[src/rtl/conv_engine_pkg.sv]
// ============================================================================
//  Module   : conv_pkg
//  Purpose  : Shared types and elaboration-time helpers for the convolution
//             engine: FSM state encoding, ceil-log2 and the derived output
//             map / accumulator widths.
//  Ports    : none (package)
//  Revision : 1.0 - initial release
// ============================================================================
`default_nettype none

package conv_pkg;

  typedef enum logic [1:0] {
    ST_IDLE  = 2'd0,
    ST_MAC   = 2'd1,
    ST_WRITE = 2'd2,
    ST_DONE  = 2'd3
  } state_t;

  // Ceiling log2; returns 0 for values <= 1.
  function automatic int clog2(input int value);
    int result;
    result = 0;
    for (int i = 0; i < 31; i++) begin
      if ((1 << i) < value) result = i + 1;
    end
    return result;
  endfunction

  // Number of window positions along one axis.
  function automatic int calc_out_h(input int img_h, input int k, input int stride);
    return (img_h - k) / stride + 1;
  endfunction

  function automatic int calc_out_w(input int img_w, input int k, input int stride);
    return (img_w - k) / stride + 1;
  endfunction

  // Products of two (DATA_W+1)-bit operands need 2*DATA_W+2 bits; K*K of
  // them summed need clog2(K*K) more, so the accumulator can never wrap.
  function automatic int calc_acc_w(input int data_w, input int k);
    return 2 * data_w + 2 + clog2(k * k);
  endfunction

endpackage

`default_nettype wire

[src/rtl/conv_engine_if.sv]
// ============================================================================
//  Module   : conv_engine_if
//  Purpose  : Bundles the weight-load port, run control and result map of the
//             convolution engine.
//  Signals  : w_valid/w_data/w_ready - serial weight load (row-major taps)
//             start/signed_mode/relu_en/in_map - run request, sampled at start
//             conv_out/busy/done - registered output map and run status
//  Modports : master (requester side), slave (engine side)
//  Revision : 1.0 - initial release
// ============================================================================
`default_nettype none

interface conv_engine_if #(
  parameter int DATA_W = 8,
  parameter int IMG_H  = 4,
  parameter int IMG_W  = 4,
  parameter int K      = 3,
  parameter int STRIDE = 1
);
  import conv_pkg::*;

  localparam int OUT_H = calc_out_h(IMG_H, K, STRIDE);
  localparam int OUT_W = calc_out_w(IMG_W, K, STRIDE);

  logic                            w_valid;
  logic [DATA_W-1:0]               w_data;
  logic                            w_ready;
  logic                            start;
  logic                            signed_mode;
  logic                            relu_en;
  logic [IMG_H*IMG_W*DATA_W-1:0]   in_map;
  logic [OUT_H*OUT_W*DATA_W-1:0]   conv_out;
  logic                            busy;
  logic                            done;

  modport master (
    output w_valid, w_data, start, signed_mode, relu_en, in_map,
    input  w_ready, conv_out, busy, done
  );

  modport slave (
    input  w_valid, w_data, start, signed_mode, relu_en, in_map,
    output w_ready, conv_out, busy, done
  );

endinterface

`default_nettype wire

[src/rtl/conv_engine_postproc.sv]
// ============================================================================
//  Module   : conv_postproc
//  Purpose  : Combinational result stage: arithmetic right shift, optional
//             ReLU, then saturation to the signed or unsigned DATA_W range.
//  Ports    : acc         in  ACC_W  signed accumulator value
//             signed_mode in  1      1 = saturate to signed range
//             relu_en     in  1      1 = negatives become 0
//             result      out DATA_W saturated result
//  Revision : 1.0 - initial release
// ============================================================================
`default_nettype none

module conv_postproc #(
  parameter int DATA_W = 8,
  parameter int ACC_W  = 22,
  parameter int SHIFT  = 0
) (
  input  logic signed [ACC_W-1:0] acc,
  input  logic                    signed_mode,
  input  logic                    relu_en,
  output logic [DATA_W-1:0]       result
);

  localparam logic signed [ACC_W-1:0] c_smax = {{(ACC_W-DATA_W+1){1'b0}}, {(DATA_W-1){1'b1}}};
  localparam logic signed [ACC_W-1:0] c_smin = {{(ACC_W-DATA_W+1){1'b1}}, {(DATA_W-1){1'b0}}};
  localparam logic signed [ACC_W-1:0] c_umax = {{(ACC_W-DATA_W){1'b0}}, {DATA_W{1'b1}}};

  logic signed [ACC_W-1:0] w_shifted;
  logic signed [ACC_W-1:0] w_relu;

  always_comb begin
    w_shifted = acc >>> SHIFT;
    w_relu    = (relu_en && w_shifted[ACC_W-1]) ? '0 : w_shifted;
    result    = w_relu[DATA_W-1:0];
    if (signed_mode) begin
      if (w_relu > c_smax)      result = {1'b0, {(DATA_W-1){1'b1}}};
      else if (w_relu < c_smin) result = {1'b1, {(DATA_W-1){1'b0}}};
    end else begin
      if (w_relu[ACC_W-1])      result = '0;
      else if (w_relu > c_umax) result = {DATA_W{1'b1}};
    end
  end

endmodule

`default_nettype wire

[src/rtl/conv_engine.sv]
// ============================================================================
//  Module   : conv_engine
//  Purpose  : Time-multiplexed 2-D convolution: one multiply-accumulate per
//             cycle over a latched input map, K*K taps per output followed by
//             one write-back cycle, results post-processed into conv_out.
//  Ports    : clk  in  1  clock
//             rst  in  1  asynchronous active-high reset
//             bus  conv_engine_if.slave - weights, run control, output map
//  Revision : 1.0 - initial release
// ============================================================================
`default_nettype none

module conv_engine
  import conv_pkg::*;
#(
  parameter int DATA_W = 8,
  parameter int IMG_H  = 4,
  parameter int IMG_W  = 4,
  parameter int K      = 3,
  parameter int STRIDE = 1,
  parameter int SHIFT  = 0
) (
  input  logic          clk,
  input  logic          rst,
  conv_engine_if.slave  bus
);

  localparam int OUT_H  = calc_out_h(IMG_H, K, STRIDE);
  localparam int OUT_W  = calc_out_w(IMG_W, K, STRIDE);
  localparam int ACC_W  = calc_acc_w(DATA_W, K);
  localparam int TAPS   = K * K;
  localparam int OUTS   = OUT_H * OUT_W;
  localparam int NPIX   = IMG_H * IMG_W;
  localparam int KI_W   = (TAPS > 1) ? clog2(TAPS) : 1;
  localparam int OI_W   = (OUTS > 1) ? clog2(OUTS) : 1;
  localparam int PIX_W  = (NPIX > 1) ? clog2(NPIX) : 1;
  localparam int OP_W   = DATA_W + 1;
  localparam int PROD_W = 2 * OP_W;

  localparam logic [KI_W-1:0] c_last_tap = KI_W'(TAPS - 1);
  localparam logic [OI_W-1:0] c_last_out = OI_W'(OUTS - 1);

  state_t                  r_state;
  state_t                  w_next_state;
  logic [DATA_W-1:0]       r_weights [TAPS];
  logic [KI_W-1:0]         r_wptr;
  logic [KI_W-1:0]         r_ki;
  logic [OI_W-1:0]         r_oi;
  logic [NPIX*DATA_W-1:0]  r_map;
  logic                    r_signed;
  logic                    r_relu;
  logic signed [ACC_W-1:0] r_acc;
  logic [DATA_W-1:0]       r_slots [OUTS];
  logic                    r_busy;
  logic                    r_done;

  logic                    w_in_idle;
  logic                    w_accept;
  logic                    w_load;
  logic                    w_mac;
  logic                    w_write;

  // ---------------------------------------------------------------- FSM
  always_ff @(posedge clk or posedge rst) begin
    if (rst) r_state <= ST_IDLE;
    else     r_state <= w_next_state;
  end

  always_comb begin
    w_next_state = r_state;
    w_in_idle    = 1'b0;
    w_mac        = 1'b0;
    w_write      = 1'b0;
    case (r_state)
      ST_IDLE: begin
        w_in_idle = 1'b1;
        if (bus.start) w_next_state = ST_MAC;
      end
      ST_MAC: begin
        w_mac = 1'b1;
        if (r_ki == c_last_tap) w_next_state = ST_WRITE;
      end
      ST_WRITE: begin
        w_write      = 1'b1;
        w_next_state = (r_oi == c_last_out) ? ST_DONE : ST_MAC;
      end
      ST_DONE: w_next_state = ST_IDLE;
      default: w_next_state = ST_IDLE;
    endcase
  end

  assign w_accept = w_in_idle && bus.start;
  assign w_load   = w_in_idle && bus.w_valid;

  // ------------------------------------------------ window index decode
  logic [DATA_W-1:0] w_pixels [NPIX];
  logic [PIX_W-1:0]  w_pix;
  int                w_ky, w_kx, w_oy, w_ox;

  for (genvar p = 0; p < NPIX; p++) begin : g_pix
    assign w_pixels[p] = r_map[p*DATA_W +: DATA_W];
  end

  always_comb begin
    w_ky  = int'(r_ki) / K;
    w_kx  = int'(r_ki) % K;
    w_oy  = int'(r_oi) / OUT_W;
    w_ox  = int'(r_oi) % OUT_W;
    w_pix = PIX_W'((w_oy * STRIDE + w_ky) * IMG_W + w_ox * STRIDE + w_kx);
  end

  // ---------------------------------------------------------------- MAC
  logic [DATA_W-1:0]        w_wt;
  logic [DATA_W-1:0]        w_px;
  logic signed [OP_W-1:0]   w_wop;
  logic signed [OP_W-1:0]   w_pop;
  logic signed [PROD_W-1:0] w_prod;
  logic [DATA_W-1:0]        w_result;

  assign w_wt   = r_weights[r_ki];
  assign w_px   = w_pixels[w_pix];
  // One extra bit lets unsigned operands ride through a signed multiplier.
  assign w_wop  = r_signed ? {w_wt[DATA_W-1], w_wt} : {1'b0, w_wt};
  assign w_pop  = r_signed ? {w_px[DATA_W-1], w_px} : {1'b0, w_px};
  assign w_prod = PROD_W'(w_wop) * PROD_W'(w_pop);

  conv_postproc #(
    .DATA_W (DATA_W),
    .ACC_W  (ACC_W),
    .SHIFT  (SHIFT)
  ) u_postproc (
    .acc         (r_acc),
    .signed_mode (r_signed),
    .relu_en     (r_relu),
    .result      (w_result)
  );

  // ---------------------------------------------------- weight registers
  always_ff @(posedge clk or posedge rst) begin
    if (rst) begin
      for (int t = 0; t < TAPS; t++) r_weights[t] <= '0;
    end else if (w_load) begin
      r_weights[r_wptr] <= bus.w_data;
    end
  end

  // A beat coinciding with start is still written; start then rewinds wptr.
  always_ff @(posedge clk or posedge rst) begin
    if (rst)           r_wptr <= '0;
    else if (w_accept) r_wptr <= '0;
    else if (w_load)   r_wptr <= (r_wptr == c_last_tap) ? '0 : r_wptr + 1'b1;
  end

  // ------------------------------------------------------------ datapath
  always_ff @(posedge clk or posedge rst) begin
    if (rst) begin
      r_ki     <= '0;
      r_oi     <= '0;
      r_map    <= '0;
      r_signed <= 1'b0;
      r_relu   <= 1'b0;
      r_acc    <= '0;
      r_busy   <= 1'b0;
      r_done   <= 1'b0;
      for (int s = 0; s < OUTS; s++) r_slots[s] <= '0;
    end else begin
      r_done <= (r_state == ST_DONE);
      if (r_state == ST_DONE) r_busy <= 1'b0;
      if (w_accept) begin
        r_map    <= bus.in_map;
        r_signed <= bus.signed_mode;
        r_relu   <= bus.relu_en;
        r_acc    <= '0;
        r_ki     <= '0;
        r_oi     <= '0;
        r_busy   <= 1'b1;
      end
      if (w_mac) begin
        r_acc <= r_acc + ACC_W'(w_prod);
        if (r_ki != c_last_tap) r_ki <= r_ki + 1'b1;
      end
      if (w_write) begin
        r_slots[r_oi] <= w_result;
        r_acc         <= '0;
        r_ki          <= '0;
        if (r_oi != c_last_out) r_oi <= r_oi + 1'b1;
      end
    end
  end

  // ------------------------------------------------------------- outputs
  for (genvar s = 0; s < OUTS; s++) begin : g_out
    assign bus.conv_out[s*DATA_W +: DATA_W] = r_slots[s];
  end

  assign bus.w_ready = w_in_idle;
  assign bus.busy    = r_busy;
  assign bus.done    = r_done;

endmodule

`default_nettype wire

[src/flat_wrapper.sv]
// flat-port wrapper written by rule: the top's interface ports become plain ports
module conv_engine_flat import conv_pkg::*;
#(
  parameter int DATA_W = 8,
  parameter int IMG_H  = 4,
  parameter int IMG_W  = 4,
  parameter int K      = 3,
  parameter int STRIDE = 1,
  parameter int SHIFT  = 0
)
  (clk, rst, bus_w_valid, bus_w_data, bus_start, bus_signed_mode, bus_relu_en, bus_in_map, bus_w_ready, bus_conv_out, bus_busy, bus_done);
  conv_engine_if #(.DATA_W(DATA_W), .IMG_H(IMG_H), .IMG_W(IMG_W), .K(K), .STRIDE(STRIDE)) bus_i ();
  input  logic clk;
  input  logic rst;
  input wire logic [$bits(bus_i.w_valid)-1:0] bus_w_valid;
  input wire logic [$bits(bus_i.w_data)-1:0] bus_w_data;
  input wire logic [$bits(bus_i.start)-1:0] bus_start;
  input wire logic [$bits(bus_i.signed_mode)-1:0] bus_signed_mode;
  input wire logic [$bits(bus_i.relu_en)-1:0] bus_relu_en;
  input wire logic [$bits(bus_i.in_map)-1:0] bus_in_map;
  output wire logic [$bits(bus_i.w_ready)-1:0] bus_w_ready;
  output wire logic [$bits(bus_i.conv_out)-1:0] bus_conv_out;
  output wire logic [$bits(bus_i.busy)-1:0] bus_busy;
  output wire logic [$bits(bus_i.done)-1:0] bus_done;
  assign bus_i.w_valid = bus_w_valid;
  assign bus_i.w_data = bus_w_data;
  assign bus_i.start = bus_start;
  assign bus_i.signed_mode = bus_signed_mode;
  assign bus_i.relu_en = bus_relu_en;
  assign bus_i.in_map = bus_in_map;
  assign bus_w_ready = bus_i.w_ready;
  assign bus_conv_out = bus_i.conv_out;
  assign bus_busy = bus_i.busy;
  assign bus_done = bus_i.done;
  conv_engine #(.DATA_W(DATA_W), .IMG_H(IMG_H), .IMG_W(IMG_W), .K(K), .STRIDE(STRIDE), .SHIFT(SHIFT)) u_core (.clk(clk), .rst(rst), .bus(bus_i));
endmodule
[config.mk]
export PLATFORM = sky130hd
export DESIGN_NAME = conv_engine_flat
export DESIGN_NICKNAME = d
export VERILOG_FILES = /design/src/rtl/conv_engine_pkg.sv /design/src/rtl/conv_engine_if.sv /design/src/rtl/conv_engine_postproc.sv /design/src/rtl/conv_engine.sv /design/src/flat_wrapper.sv
export SDC_FILE = /design/constraint.sdc
export NUM_CORES = 1
export LEC_CHECK = 0
export CORE_MARGIN = 8
export CORE_UTILIZATION = 55
export CTS_CLUSTER_DIAMETER = 200
export DETAILED_ROUTE_END_ITERATION = 7
export MAX_ROUTING_LAYER = met4
export PLACE_DENSITY = 0.83
export SYNTH_ARGS = -nofsm -noshare
export SYNTH_HDL_FRONTEND = slang
export SYNTH_SLANG_ARGS = --single-unit
[constraint.sdc]
create_clock -name clk -period 11.8 [get_ports clk]
set_clock_uncertainty 0.05 [all_clocks]
set_input_delay 2.36 -clock clk [delete_from_list [all_inputs] [get_ports clk]]
set_output_delay 2.36 -clock clk [all_outputs]
set_load 0.005 [all_outputs]
; Word level (Yosys, flattened, before mapping)
; Cells that the tools add are included.
[op_classes]
magnitude_cmp = 9
n_addsub = 7
reduce_logical = 10
eq_ne = 10
bitwise = 4
muxes = 42
mul = 1
div_mod_pow = 2
[op_table]
columns = op, n
row1 = $mux 22, 4
row2 = $mux 8, 11
row3 = $bwmux 72, 1
row4 = $bmux 8 s4, 2
row5 = $bwmux 32, 1
row6 = $demux 8 s4, 1
row7 = $div 5x3->32 const B, 1
row8 = $mod 5x3->32 const B, 1
row9 = $mux 4, 7
row10 = $add 22x18->22, 1
row11 = $gt 22x8->1 const B, 1
row12 = $gt 22x9->1 const B, 1
row13 = $lt 22x8->1 const B, 1
row14 = $mul 9x9->18, 1
row15 = $mux 9, 2
row16 = $demux 8 s2, 1
row17 = $ge 5x5->1 const B, 3
row18 = $not 4->5, 3
row19 = $mux 2, 6
row20 = $add 4x1->4 const B, 2
row21 = $eq 4x4->1 const B, 2
row22 = $pmux 2 s4, 1
row23 = $eq 2x2->1 const B, 3
row24 = $logic_and 1x1->1, 5
row25 = other kinds (17), 23
[totals]
elab_cells = 108
input_bits = 142
reg_bits = 270
out_inout_bits = 35

; Longest topological paths before layout
[logic_depth]
ltp_word = 13
mapped_depth = 37
ltp_nobuf = 35

; Modules after synthesis
; Synthesis repeated with hierarchy kept, for this count alone.
[unflattened]
hier_cells = 1407
hier_area_um2 = 17002.6
[by_module_without_submodules]
columns = module, area_each_um2, cells_each, n_inst, seq_area_each_um2
row1 = conv_engine, 16822.4, 1384, 1, 6756.5
row2 = conv_postproc, 180.2, 23, 1, 0.0

; Worst setup path after synthesis
; No wires, ideal clock.
[synth_path]
kind = reg-to-reg
startpoint = register u_core.r_ki[0]
endpoint = register u_core.r_acc[18]
slack_ns = 2.059
n_path_buf = 4
path_stages_with_launch = 32
period_less_slack_ns = 9.741
arrival_ns = 9.569
t_required_ns = 11.628
setup_ns = 0.122
cell_sequence = dfrtp_1 -> buf_2 -> clkinv_1 -> ha_1 -> a211oi_4 -> xnor2_1 -> ha_1 -> nor3_1 -> nand2_1 -> xnor2_1 -> ha_1 -> buf_2 -> buf_1 -> clkbuf_1 -> mux4_2 -> mux2i_2 -> a2111oi_0 -> fa_1 -> fa_1 -> fa_1 -> inv_1 -> fa_1 -> fa_1 -> inv_1 -> ha_1 -> o21a_1 -> o21ai_0 -> a21bo_2 -> a41oi_1 -> o21ai_0 -> a21o_1 -> a32o_1
[synth_between]
elab_chain_cells = 13
elab_cells_between_ends = 19
cone_classes = add/sub (4) / mul (1) / div (2) / mux (10) / bitwise (2)
[synth_lines]
columns = element, line_no
row1 = "start, declared", conv_engine.sv:47  ; logic [KI_W-1:0] r_ki;
row2 = "start signal, assigned", conv_engine.sv:180  ; if (r_ki != c_last_tap) r_ki <= r_ki + 1'b1;
row3 = $div 5x3->32, conv_engine.sv:105  ; w_ky = int'(r_ki) / K;
row4 = $add 2x2->2, conv_engine.sv:109  ; w_pix = PIX_W'((w_oy * STRIDE + w_ky) * IMG_W + w_ox * STRIDE + w_kx);
row5 = $add 4x2->4, conv_engine.sv:109
row6 = $add 4x4->4, conv_engine.sv:109
row7 = $not 4->5 (not written as such), conv_engine.sv:121  ; assign w_px = w_pixels[w_pix];
row8 = $bmux 8 s4, conv_engine.sv:121
row9 = $mux 8 (not written as such) (2 in series), conv_engine.sv:121
row10 = $mux 9, conv_engine.sv:124  ; assign w_pop = r_signed ? {w_px[DATA_W-1], w_px} : {1'b0, w_px};
row11 = $mul 9x9->18 (*), conv_engine.sv:125  ; assign w_prod = PROD_W'(w_wop) * PROD_W'(w_pop);
row12 = $add 22x18->22 (*), conv_engine.sv:179  ; r_acc <= r_acc + ACC_W'(w_prod);
row13 = $mux 22 (*), conv_engine.sv:178  ; if (w_mac) begin
row14 = $mux 22 (*), conv_engine.sv:182  ; if (w_write) begin
row15 = "end signal, assigned", conv_engine.sv:179
row16 = "end, declared", conv_engine.sv:52  ; logic signed [ACC_W-1:0] r_acc;
; Mark *: on every way between the ends. The rest lies on a longest branch, timed or not. The select of a mux whose other input is x is not followed.
; A chain may end at the register's enable or synchronous reset.

; Final worst setup path
[layout_path]
startpoint = register u_core.r_ki[3]
endpoint = register u_core.r_acc[18]
; The elaborated chain is that of the path after synthesis.

==> results.json <==
{
  "top_achievable_clock_speed_mhz": 91.5,
  "coreArea_um2": 31300,
  "layout_cell_share_with_drive_strength_beyond_1": 0.126,
  "critPathCaptureType": "register",
  "most_used_layer_global_route": "met2",
  "syn-instance-count": 1731,
  "synth_area_leader_cell": "sky130_fd_sc_hd__dfrtp_1",
  "yosys.area_share.xor_xnor": 0.0143,
  "headroom_to_the_max_slew_limit": 0.291,
  "path_clk_slew_ns": 0.06,
  "cp.buffers_inverters": 3,
  "maxCapViolations": 0,
  "die_area_um2": 37600,
  "unrepaired_setup_endpoints_after_global_routing": "false",
  "post_synthesis_net_count": 2047,
  "hp-class": "reg2reg",
  "insertion_delay_ns": 0.55,
  "worst_hold_startpoint": "u_core.r_map[123]",
  "crit_path_max_fanout": 25,
  "synth_async_reset_ratio": 1.00,
  "cts_resized": 0,
  "grt_util_all_layers": 0.242,
  "synth-compound-area-share": 0.104,
  "r2r_slack_ns": 0.87,
  "category_of_the_worst_setup_path_launch_point": "register",
  "grt_use_met3": 0.0319,
  "cpPeakStageDelay_ns": 0.97,
  "netlist_area_um2": 17400,
  "die_y_um": 194,
  "synth_sequential_area_ratio": 0.389,
  "r2r-start": "u_core.r_ki[3]",
  "critical_path_class": "reg2reg",
  "fraction_of_the_mapped_netlist_area_in_simple_logic_gates": 0.146,
  "place.gp.congestion": 0.903,
  "finalWirelength_um": 44700,
  "design.final.nets": 2196,
  "run_status": "finished, final reports clean",
  "synth_fa_ha_area_frac": 0.166,
  "cp_data_arrival_time_ns": 11.32,
  "post_drt_antenna_nets": 0,
  "avgSynthCellArea_um2": 10.0,
  "finalSetupTns_ns": 0,
  "r2r-end": "u_core.r_acc[18]",
  "synth.top_cells.by_area": "sky130_fd_sc_hd__dfrtp_1 39%, sky130_fd_sc_hd__fa_1 11%, sky130_fd_sc_hd__nand2_1 9.6%",
  "ctsHoldBuffers": 0,
  "reg2reg_depth": 31,
  "cts_tree": "yes",
  "cts_buffers": 29,
  "timing.final.setup_violations": 0,
  "initial_utilization": 0.555,
  "num_vias": 13568,
  "i_o_pins": 177,
  "layout.filler_cells": 2238,
  "cts-htree-levels": 1,
  "fp-row-count": 65,
  "width_of_the_die_um": 194,
  "critPathLaunch": "u_core.r_ki[3]",
  "required_ns": 12.18,
  "number_of_global_route_vias_before_repair": 14138,
  "worst_setup_path_endpoint": "u_core.r_acc[18]",
  "crit_cells": 31,
  "grt_start_max_net_pins": 115,
  "drt_iter0_markers": 1111,
  "timing_worst_slew_pin_value_ns": 1.06,
  "n_antenna_cell": 0,
  "dp_hpwl_um": 32800,
  "globalRouteOverflowTotal": 0,
  "yosys-mux-area-fraction": 0.127,
  "grt_antenna_before_repair": 0,
  "synth.lib_cells_used.distinct": 77,
  "post_cts_buffers": 0,
  "syn2layout_area_growth_pct": 18.0,
  "detailedRoute.firstPassIterationCount": 5,
  "post-synth-top-count-cell": "sky130_fd_sc_hd__nand2_1",
  "clk_path_buf_depth": 3,
  "buffer_ports.inserted": 176,
  "final-max-slew-violation-count": 0,
  "first_pass_grt_wire_length_um": 73200,
  "detail_route.drc_violations": 0,
  "cts_sinks": 270,
  "groute.layer.met1.usage": 0.316,
  "timing_hold_violations_final": 0,
  "finalCriticalPeriod_ns": 10.93,
  "synthesis.yosys.warnings": 0,
  "buffer_cell_driving_the_clock_tree_root": "sky130_fd_sc_hd__clkbuf_16",
  "postSynth.topFlopCell": "sky130_fd_sc_hd__dfrtp_1",
  "min_period_over_period": 0.927,
  "wl_per_cell_um": 19.4,
  "global_route.usage.met2": 0.398,
  "avgViaCountPerCell": 5.89,
  "synth_top_family_by_area": "adder cells",
  "synth.ff_latch_count": 270,
  "synth_enable_flop_cells": 0,
  "family_with_the_most_delay_on_the_worst_path": "adder cells",
  "post-synth-top-area-fraction": 0.389,
  "crit_path_top_delay_cell": "sky130_fd_sc_hd__dfrtp_1",
  "synth.cells.most_frequent": "444 x sky130_fd_sc_hd__nand2_1, 270 x sky130_fd_sc_hd__dfrtp_1, 165 x sky130_fd_sc_hd__inv_1"
}
through the flow:
stage	area [µm²]	std cells	worst slack (ns)	utilization	hold WS [ns]
floorplan	17400	1731	1.95	-	0.390
global placement	19500	2251	1.24	0.623	0.403
detailed placement	19500	2251	0.826	0.623	0.409
CTS	20500	2304	0.797	0.655	0.424
global route	20500	2304	0.209	0.655	0.441
finish	20500	2304	0.867	0.655	0.422
registers in the layout (all words and copies together) (netlist names):
name / count
u_core.bus.busy: 1
u_core.bus.conv_out: 32
u_core.bus.done: 1
u_core.r_acc: 22
u_core.r_ki: 4
u_core.r_map: 128
u_core.r_oi: 2
u_core.r_relu: 1
u_core.r_signed: 1
u_core.r_state: 2
u_core.r_weights: 72
u_core.r_wptr: 4
final cells by class:
cell class	instances	area, µm²	area share
multi-input combinational	1218	9710	0.473
sequential	270	6760	0.329
timing repair buffer	194	1900	0.0924
clock buffer	41	821	0.0400
inverter	167	634	0.0309
tap	402	503	0.0245
clock inverter	12	195	0.00951
metal layers:
| layer | up-vias | wire length (µm) |
|---|---|---|
| li1 | 6153 | - |
| met1 | 6740 | 19300 |
| met2 | 569 | 21600 |
| met3 | 106 | 2660 |
| met4 | 0 | 1220 |
| met5 | - | 0 |
tightest hold or removal path, delay by kind of cell, from the launching register on:
kind	cells	cell delay, ns
and+or+nand+nor	2	0.10
DFF	1	0.34
cells in the final DEF (no fill, tap or decap), types with 7 or more instances in the layout:
cell type,n
sky130_fd_sc_hd__a2111o_1,14
sky130_fd_sc_hd__a2111oi_0,18
sky130_fd_sc_hd__a21o_1,9
sky130_fd_sc_hd__a21oi_1,60
sky130_fd_sc_hd__buf_4,18
sky130_fd_sc_hd__clkbuf_1,7
sky130_fd_sc_hd__clkbuf_16,29
sky130_fd_sc_hd__clkdlybuf4s50_1,176
sky130_fd_sc_hd__dfrtp_1,270
sky130_fd_sc_hd__fa_1,95
sky130_fd_sc_hd__ha_1,78
sky130_fd_sc_hd__inv_1,164
sky130_fd_sc_hd__mux2_2,89
sky130_fd_sc_hd__mux2i_1,13
sky130_fd_sc_hd__mux2i_2,7
sky130_fd_sc_hd__mux4_2,41
sky130_fd_sc_hd__nand2_1,443
sky130_fd_sc_hd__nand2b_1,7
sky130_fd_sc_hd__nand3_1,11
sky130_fd_sc_hd__nand4_1,7
sky130_fd_sc_hd__nor2_1,87
sky130_fd_sc_hd__nor3_1,18
sky130_fd_sc_hd__o2111ai_1,23
sky130_fd_sc_hd__o21a_1,9
sky130_fd_sc_hd__o21ai_0,47
sky130_fd_sc_hd__or2_2,14
sky130_fd_sc_hd__xnor2_1,12
sky130_fd_sc_hd__xor2_1,10
worst min-delay path by stage:
stage	slack, ns	to	depth (start not counted)
final	0.42	u_core.r_map[123]	2
after global routing	0.44	u_core.r_map[16]	2
after CTS	0.42	u_core.r_map[123]	2
after detailed placement	0.41	u_core.r_map[123]	2
after global placement	0.40	u_core.r_map[124]	2
after floorplan	0.39	u_core.r_map[112]	2
cells by family (layout without fill, tap and decap cells):
kind of cell	Yosys count	count (layout)
simple gates	619	619
flops	270	270
compound gates	246	246
fa+ha+maj	174	174
xor+xnor	26	26
buf+inv	243	414
mux	153	153
Power is not shown: default switching activity piles up to over one toggle a cycle in this logic, so the estimate is an artifact.
